--- config.mk ---
export PLATFORM = sky130hd
export DESIGN_NAME = rf_writeback_arbiter
export DESIGN_NICKNAME = d
export VERILOG_FILES = /design/src/rtl/rf_pkg.sv /design/src/rtl/wb_fifo.sv /design/src/rtl/rf_writeback_arbiter.sv
export SDC_FILE = /design/constraint.sdc
export NUM_CORES = 1
export LEC_CHECK = 0
export BUFFER_PORTS_ARGS = -buffer_cell sky130_fd_sc_hd__clkbuf_2
export CORE_AREA = 2 2 123 125
export DETAILED_ROUTE_END_ITERATION = 6
export DIE_AREA = 0 0 125 127
export GPL_TIMING_DRIVEN = 0
export HOLD_SLACK_MARGIN = 0.05
export PLACE_DENSITY_LB_ADDON = 0.1
export SYNTH_ARGS = -nofsm -noshare
export SYNTH_HDL_FRONTEND = slang
export SYNTH_SLANG_ARGS = --single-unit
export TNS_END_PERCENT = 1
--- constraint.sdc ---
create_clock -name clk -period 2.7 [get_ports clk]
set_input_delay 0.135 -clock clk [delete_from_list [all_inputs] [get_ports clk]]
set_output_delay 0.135 -clock clk [all_outputs]
set_load 0.005 [all_outputs]
--- src/rtl/rf_pkg.sv ---
// Shared types and constants for the register-file write-back path.
package rf_pkg;

    localparam int REG_ADDR_W = 5;
    localparam int NUM_REGS   = 32;
    localparam int XLEN       = 32;

    typedef struct packed {
        logic [REG_ADDR_W-1:0] rd;
        logic [XLEN-1:0]       data;
    } wb_req_t;

    // One-hot register mask; x0 never appears in any mask.
    function automatic logic [NUM_REGS-1:0] rd_mask(
        input logic [REG_ADDR_W-1:0] rd
    );
        logic [NUM_REGS-1:0] m;
        m     = '0;
        m[rd] = (rd != '0);
        return m;
    endfunction

endpackage

--- src/rtl/wb_fifo.sv ---
// Small synchronous FIFO for long-latency write-back requests.
module wb_fifo
    import rf_pkg::*;
#(
    parameter int DEPTH = 2
) (
    input  logic                     clk,
    input  logic                     rst,
    input  logic                     push,
    input  wb_req_t                  push_data,
    input  logic                     pop,
    output wb_req_t                  pop_data,
    output logic                     full,
    output logic                     empty,
    output logic [$clog2(DEPTH):0]   count
);

    localparam int PTR_W = (DEPTH > 1) ? $clog2(DEPTH) : 1;

    localparam logic [PTR_W-1:0] PTR_ONE  = PTR_W'(1);
    localparam logic [PTR_W:0]   CNT_ONE  = (PTR_W+1)'(1);
    localparam logic [PTR_W:0]   CNT_FULL = (PTR_W+1)'(DEPTH);

    wb_req_t            r_mem [DEPTH];
    logic [PTR_W-1:0]   r_wr_ptr;
    logic [PTR_W-1:0]   r_rd_ptr;
    logic [PTR_W:0]     r_count;

    logic               w_do_push;
    logic               w_do_pop;

    assign empty = (r_count == '0);
    assign full  = (r_count == CNT_FULL);
    assign count = r_count;

    assign w_do_pop  = pop & ~empty;
    // A full FIFO may take a push only when the head leaves this cycle.
    assign w_do_push = push & (~full | w_do_pop);

    assign pop_data = r_mem[r_rd_ptr];

    always_ff @(posedge clk) begin
        if (w_do_push) begin
            r_mem[r_wr_ptr] <= push_data;
        end
    end

    always_ff @(posedge clk or posedge rst) begin
        if (rst) begin
            r_wr_ptr <= '0;
            r_rd_ptr <= '0;
            r_count  <= '0;
        end else begin
            if (w_do_push) begin
                r_wr_ptr <= r_wr_ptr + PTR_ONE;
            end
            if (w_do_pop) begin
                r_rd_ptr <= r_rd_ptr + PTR_ONE;
            end
            unique case ({w_do_push, w_do_pop})
                2'b10:   r_count <= r_count + CNT_ONE;
                2'b01:   r_count <= r_count - CNT_ONE;
                default: r_count <= r_count;
            endcase
        end
    end

endmodule

--- src/rtl/rf_writeback_arbiter.sv ---
// Register-file write port master: ALU/long-latency arbitration,
// registered write port and busy-register scoreboard.
module rf_writeback_arbiter
    import rf_pkg::*;
#(
    parameter int DEPTH = 2
) (
    input  logic                  clk,
    input  logic                  rst,
    input  logic                  alu_valid,
    input  logic [4:0]            alu_rd,
    input  logic [XLEN-1:0]       alu_data,
    input  logic                  ll_valid,
    output logic                  ll_ready,
    input  logic [4:0]            ll_rd,
    input  logic [XLEN-1:0]       ll_data,
    input  logic                  iss_valid,
    input  logic [4:0]            iss_rd,
    input  logic [4:0]            chk_rs1,
    input  logic [4:0]            chk_rs2,
    input  logic [4:0]            chk_rd,
    output logic                  stall,
    output logic [NUM_REGS-1:0]   busy,
    output logic                  reg_wr,
    output logic [4:0]            wr_reg,
    output logic [XLEN-1:0]       wr_data
);

    localparam int CNT_W = $clog2(DEPTH) + 1;
    localparam logic [CNT_W-1:0] CNT_FULL = CNT_W'(DEPTH);

    wb_req_t               w_push_req;
    wb_req_t               w_head;
    wb_req_t               w_sel;
    logic                  w_sel_valid;
    logic                  w_push;
    logic                  w_pop;
    logic                  w_full;
    logic                  w_empty;
    logic [CNT_W-1:0]      w_count;
    logic [NUM_REGS-1:0]   w_set;
    logic [NUM_REGS-1:0]   w_clr;
    logic [NUM_REGS-1:0]   w_chk;

    logic                  r_reg_wr;
    logic [4:0]            r_wr_reg;
    logic [XLEN-1:0]       r_wr_data;
    logic [NUM_REGS-1:0]   r_busy;

    assign ll_ready   = (w_count != CNT_FULL);
    assign w_push     = ll_valid & ~w_full;
    assign w_pop      = ~alu_valid & ~w_empty;
    assign w_push_req = '{rd: ll_rd, data: ll_data};

    wb_fifo #(
        .DEPTH     (DEPTH)
    ) u_fifo (
        .clk       (clk),
        .rst       (rst),
        .push      (w_push),
        .push_data (w_push_req),
        .pop       (w_pop),
        .pop_data  (w_head),
        .full      (w_full),
        .empty     (w_empty),
        .count     (w_count)
    );

    always_comb begin
        w_sel       = w_head;
        w_sel_valid = 1'b0;
        unique case (1'b1)
            alu_valid: begin
                w_sel       = '{rd: alu_rd, data: alu_data};
                w_sel_valid = 1'b1;
            end
            w_pop: begin
                w_sel       = w_head;
                w_sel_valid = 1'b1;
            end
            default: begin
                w_sel_valid = 1'b0;
            end
        endcase
    end

    always_ff @(posedge clk or posedge rst) begin
        if (rst) begin
            r_reg_wr  <= 1'b0;
            r_wr_reg  <= '0;
            r_wr_data <= '0;
        end else begin
            r_reg_wr <= w_sel_valid & (w_sel.rd != '0);
            if (w_sel_valid) begin
                r_wr_reg  <= w_sel.rd;
                r_wr_data <= w_sel.data;
            end
        end
    end

    // Set is OR'd in after the clear so a re-issue in the pop cycle wins.
    assign w_set = iss_valid ? rd_mask(iss_rd) : '0;
    assign w_clr = w_pop ? rd_mask(w_head.rd) : '0;

    always_ff @(posedge clk or posedge rst) begin
        if (rst) begin
            r_busy <= '0;
        end else begin
            r_busy <= (r_busy & ~w_clr) | w_set;
        end
    end

    assign w_chk = rd_mask(chk_rs1) | rd_mask(chk_rs2) | rd_mask(chk_rd);
    assign stall = |(r_busy & w_chk);

    assign busy    = r_busy;
    assign reg_wr  = r_reg_wr;
    assign wr_reg  = r_wr_reg;
    assign wr_data = r_wr_data;

endmodule

# After elaboration in Yosys (flattened, before gate mapping)
# Memories as Yosys holds them, arrays and structs flattened.
# Cells that the tools add are included.
# totals
register_bits	74
ram_bits	74
input_bits	99
out_inout_bits	72
wordCells	78
n_memories	1
# memory_table
memory	words	word_bits	rd	rd_ports_with_merged_regs	wr	line_no	rtl
u_fifo.r_mem	2	37	1	0	1	wb_fifo.sv:24	wb_req_t r_mem [DEPTH];
# classes
n_addsub	4
order_cmp	10
n_eq_ne	4
n_mux	17
bitwise_logic	20
reduce_logical	15
# op_table
op	count
$and 32x32->32	7
$or 32x32->32	3
$mux 32	2
$mux 37	1
$not 32->32	1
$reduce_or 32->1	1
$lt 5x6->1 const B	5
$reduce_bool 5->1	6
$demux 1 s5	5
$ge 5x1->1 const B	5
$mux 1	8
$and 1x1->1	5
$logic_and 1x1->1	5
$eq 2x2->1 const B	2
$pmux 2 s2	1
$not 1->1	3
$add 1x1->1 const B	2
$add 2x1->2 const B	1
$eq 2x1->1 const B	1
$logic_not 2->1	1
$ne 2x2->1 const B	1
$reduce_bool 2->1	1
$reduce_or 2->1	1
$sub 2x1->2 const B	1
$or 1x1->1	1

# Longest topological paths before layout
# An unclocked memory read counts as a cell.
# depth
word_depth	10
ltp_mapped	8
depth_no_buf	6

# Cells and area by module
# Synthesis repeated with hierarchy kept, for this count alone.
# hier_totals
hier_cells	615
hier_area_um2	7121.8
# modules_own_cells
mod	instances	cells_per_inst	area_each_um2	seq_area_each_um2
rf_writeback_arbiter	1	475	4231.6	1751.7
wb_fifo	1	140	2890.3	2322.2

# Least setup slack after synthesis
# OpenSTA, ideal clock, no wires.
# synth_path
path_kind	register to register
startpoint	register u_fifo.r_count[0] (netlist: u_fifo.count[0])
endpoint	memory u_fifo.r_mem[0][0] (netlist bit), enable pin
setup_ns	0.431
t_arrival_ns	2.236
path_slack_ns	0.033
path_stages_with_launch	4
n_path_buf	0
period_less_slack_ns	2.667
path_cell_list	dfrtp_1 nand2b_1 nand2_1 nor2_1
# synth_via
elab_chain_cells	8
word_cells_on_any_way	11
cone_classes	1 x eq/ne; 2 x mux; 7 x bitwise; 1 x reduce/logical
# synth_rtl
item	line_no	rtl
start, declared	wb_fifo.sv:27	logic [PTR_W:0] r_count;
start signal, assigned	wb_fifo.sv:61	2'b10: r_count <= r_count + CNT_ONE;
start signal, assigned	wb_fifo.sv:62	2'b01: r_count <= r_count - CNT_ONE;
start signal, assigned	wb_fifo.sv:63	default: r_count <= r_count;
$logic_not 2->1	wb_fifo.sv:32	assign empty = (r_count == '0);
$not 1->1	wb_fifo.sv:36, rf_writeback_arbiter.sv:52	
$and 1x1->1	rf_writeback_arbiter.sv:52	assign w_pop = ~alu_valid & ~w_empty;
$and 1x1->1	wb_fifo.sv:36	assign w_do_pop = pop & ~empty;
$or 1x1->1	wb_fifo.sv:38	assign w_do_push = push & (~full | w_do_pop);
$and 1x1->1 (*)	wb_fifo.sv:38	
$mux 1 (*)	wb_fifo.sv:43	if (w_do_push) begin
$mux 1 (not written as such) (*)	wb_fifo.sv:44	r_mem[r_wr_ptr] <= push_data;
end, declared	wb_fifo.sv:24	
# Every way passes the cells marked *; elsewhere a longest branch is shown, timed or not.

# Final worst setup path
# layout_path
startpoint	register r_busy[14] (netlist: busy[14])
endpoint	output port stall
# layout_via
elab_chain_cells	2
# layout_rtl
item	line_no	rtl
start, declared	rf_writeback_arbiter.sv:48	logic [NUM_REGS-1:0] r_busy;
start signal, assigned	rf_writeback_arbiter.sv:109	r_busy <= (r_busy & ~w_clr) | w_set;
$and 32x32->32	rf_writeback_arbiter.sv:114	assign stall = |(r_busy & w_chk);
$reduce_or 32->1	rf_writeback_arbiter.sv:114	
end, declared	rf_writeback_arbiter.sv:22	output logic stall,
# No other way between the ends.

==> results.cfg <==
[outcome]
run_status = finished with violations
violations = setup timing

[clock_tree]
cts_inserted_buffers = 17
cts_num_sinks = 148
insertion_delay_ps = 420
cts_max_level = 4
clk_pin_slew_ps = 60
ctsLongestPathBuffers = 2
cts_tree = yes
root_buffer = clkbuf_16

[final_layout]
num-nets-final = 1027
largest_register = u_fifo.r_mem
area_growth_pct = 36.0
final_util_pct = 66.3
fillers = 1139
antenna_cells = 0
drive_gt1_share_pct = 26.0
largest_reg_flops = 74

[setup_path]
endpoint_kind = output pin
cp_max_fo = 5
start_kind = flip-flop
worst-endpoint-arrival_ps = 2620
reg2reg_depth = 5
path_class = flip-flop to output pin
required_ps = 2570

[sta]
finalCritPeriodShare_pct = 102
layout_setup_ws_ps = -59.7
worst_pin_slew_ps = 607
period_minus_slack_ps = 2760
skew_ps = 11.0
finalMaxSlewViolations = 0
final_hold_viol_count = 0
fmax_mhz = 362
finalSetupViolations = 1
slew_headroom_pct = 58.4
rsz0062_at_grt = true

[logic_synthesis]
synth.top_cell.area_share_pct = 31.6
ys_seq_area_share_pct = 57.9
ys_warn_count = 0
syn_area_mm2 = 0.00703
synth_edf_count = 74
synth.area.top_cells = edfxtp_1 (32%), dfrtp_1 (26%), o21ai_0 (8.3%)
synth_area_per_cell_um2 = 10.6
ys_types = 52
ys_ff_latch = 148
netlist_instances = 661
synth_fp_nets = 761
ys.flop_type = edfxtp_1
synth_async_sr_flop_share_pct = 50.0
yosys.area.top_type = edfxtp_1

[detailed_routing]
route.detailed.wl_per_inst_um = 20.4
finalWirelength_mm = 23.0
drcViolationCount = 0
via_per_inst = 5.75
drtAntennaViolNets = 0
drtIter0Drc = 594
num_vias = 6464
dr.pass1.iters = 7

[floorplanning]
dieArea_mm2 = 0.0159
coreArea_mm2 = 0.0144
fp-row-count = 44
die_h_um = 127
dieWidth_um = 125
ios = 171
start_util_pct = 48.7

[job]
maxCapViolations = 0

[global_route]
grt_pass1_vias = 6527
globalRouteOverflowTotal = 0
antenna_found_initial = 0
track_usage_pct = 28.9
globalRouteMet2Util_pct = 48.6
grt_pass1_wl_mm = 35.4
use_met1_pct = 37.2
grtUsageMet3_pct = 6.45
grt-busiest-layer = met2
grt_max_degree = 72

[power]
leakage_nw = 4.03
peakVddDrop_uv = 672
finalPower_mw = 9.15
powerDensity_mw_per_mm2 = 957

[placed_design]
post-place-ws_ps = 253
place.gp.congestion = 0.953
hpwl_mm = 15.9
io_buffers = 164

[min_path]
hold_path.class = input port to flip-flop
hold_depth = 3
-- report_power, final --
part | total (mW) | internal [mW] | switching [mW]
registers | 3.85 | 3.13 | 0.714
clock network | 2.26 | 1.36 | 0.905
logic | 3.04 | 1.30 | 1.74
-- synth_stat cells, types with 9 or more instances --
cell	count
mux2i_1	45
nor2_1	49
nand4_1	12
a31oi_1	9
nand3_1	15
buf_2	13
nand3b_1	13
clkbuf_1	24
a21oi_1	38
edfxtp_1	74
o21ai_0	117
nand2_1	70
dfrtp_1	74
-- layout by cell type (no fill, tap or decap), types with 3 or more instances in the layout --
| cell | count |
|---|---|
| mux2_2 | 3 |
| buf_4 | 8 |
| nand4_1 | 12 |
| a21oi_1 | 38 |
| nor2_1 | 48 |
| nor4_1 | 4 |
| o21ai_0 | 117 |
| dfrtp_1 | 67 |
| nor3_1 | 7 |
| clkinv_1 | 4 |
| inv_6 | 4 |
| nor4bb_1 | 6 |
| dlygate4sd3_1 | 75 |
| or3b_2 | 3 |
| and3b_1 | 3 |
| buf_2 | 13 |
| nand3b_1 | 13 |
| edfxtp_1 | 74 |
| clkbuf_1 | 26 |
| dfrtp_2 | 7 |
| xnor2_1 | 3 |
| inv_1 | 4 |
| clkbuf_2 | 164 |
| nor2b_1 | 8 |
| a31oi_1 | 9 |
| clkbuf_16 | 17 |
| nor3b_1 | 5 |
| nand2_1 | 70 |
| mux2i_1 | 45 |
| nand3_1 | 15 |
| nand2b_1 | 8 |
| nand4b_1 | 3 |
-- stage by stage --
stage	setup TNS [ps]	std cells	hold slack (ps)	cell area, um2
2_1_floorplan	0	661	234	7030
3_3_place_gp	-53070	1009	324	8080
3_5_place_dp	0	1012	3.03	8160
4_1_cts	-39.7	1123	70.9	9550
5_1_grt	-79.1	1124	117	9560
6_report	-59.7	1124	85.5	9560
-- area by class of cell --
class | instances | area [um2] | share of cell area [%]
Buffer | 41 | 189 | 1.98
Clock buffer | 19 | 433 | 4.53
Clock inverter | 13 | 131 | 1.37
Inverter | 5 | 21.3 | 0.222
Multi-Input combinational cell | 467 | 2800 | 29.3
Sequential cell | 148 | 4080 | 42.7
Tap cell | 184 | 230 | 2.41
Timing Repair Buffer | 247 | 1680 | 17.5
-- per-layer routing --
layer | vias up | share of wire, %
li1 | 2984 | -
met1 | 3136 | 41
met2 | 302 | 49
met3 | 42 | 7.3
met4 | 0 | 2.3
met5 | - | 0
-- final timing paths --
| check | start | end | slack, ps |
|---|---|---|---|
| setup / recovery | busy[14]$_DFF_PP0_ | stall | -60 |
| hold / removal | ll_valid | u_fifo.r_wr_ptr$_DFFE_PP0P_ | 90 |
| setup reg to reg | u_fifo.r_rd_ptr$_DFFE_PP0P_ | busy[5]$_DFF_PP0_ | 560 |
| hold reg to reg | busy[0]$_DFF_PP0_ | busy[0]$_DFF_PP0_ | 470 |
| max in group asynchronous | rst | busy[3]$_DFF_PP0_ | 1980 |
| min in group asynchronous | rst | busy[0]$_DFF_PP0_ | 130 |
-- repair_timing --
item	4_1_cts	5_1_grt
setup endpoints to repair	1	1
hold endpoints to repair	185	0
hold buffers	75	0
pin swaps	3	7
setup buffers	4	1
resized for setup	10	6
-- cell families after synthesis --
family                   count (synthesis)  synth area share (%)
flip-flops                             148                  57.9
multiplexers                            50                  7.26
buffers and inverters                   46                  2.95
adder cells (fa/ha/maj)                  1                 0.178
AND/OR/NAND/NOR                        226                  16.8
AO/OA/AOI/OAI                          185                  14.2
XOR/XNOR                                 5                 0.623
-- critical path, stage by stage, from the launching register on --
cell and delay, ps:
dfrtp_1 490, mux2_4 300, a31oi_1 170, o31ai_1 80
or4_4 480, or4_4 560, clkbuf_2 130
(Power assumes the default switching activity.)
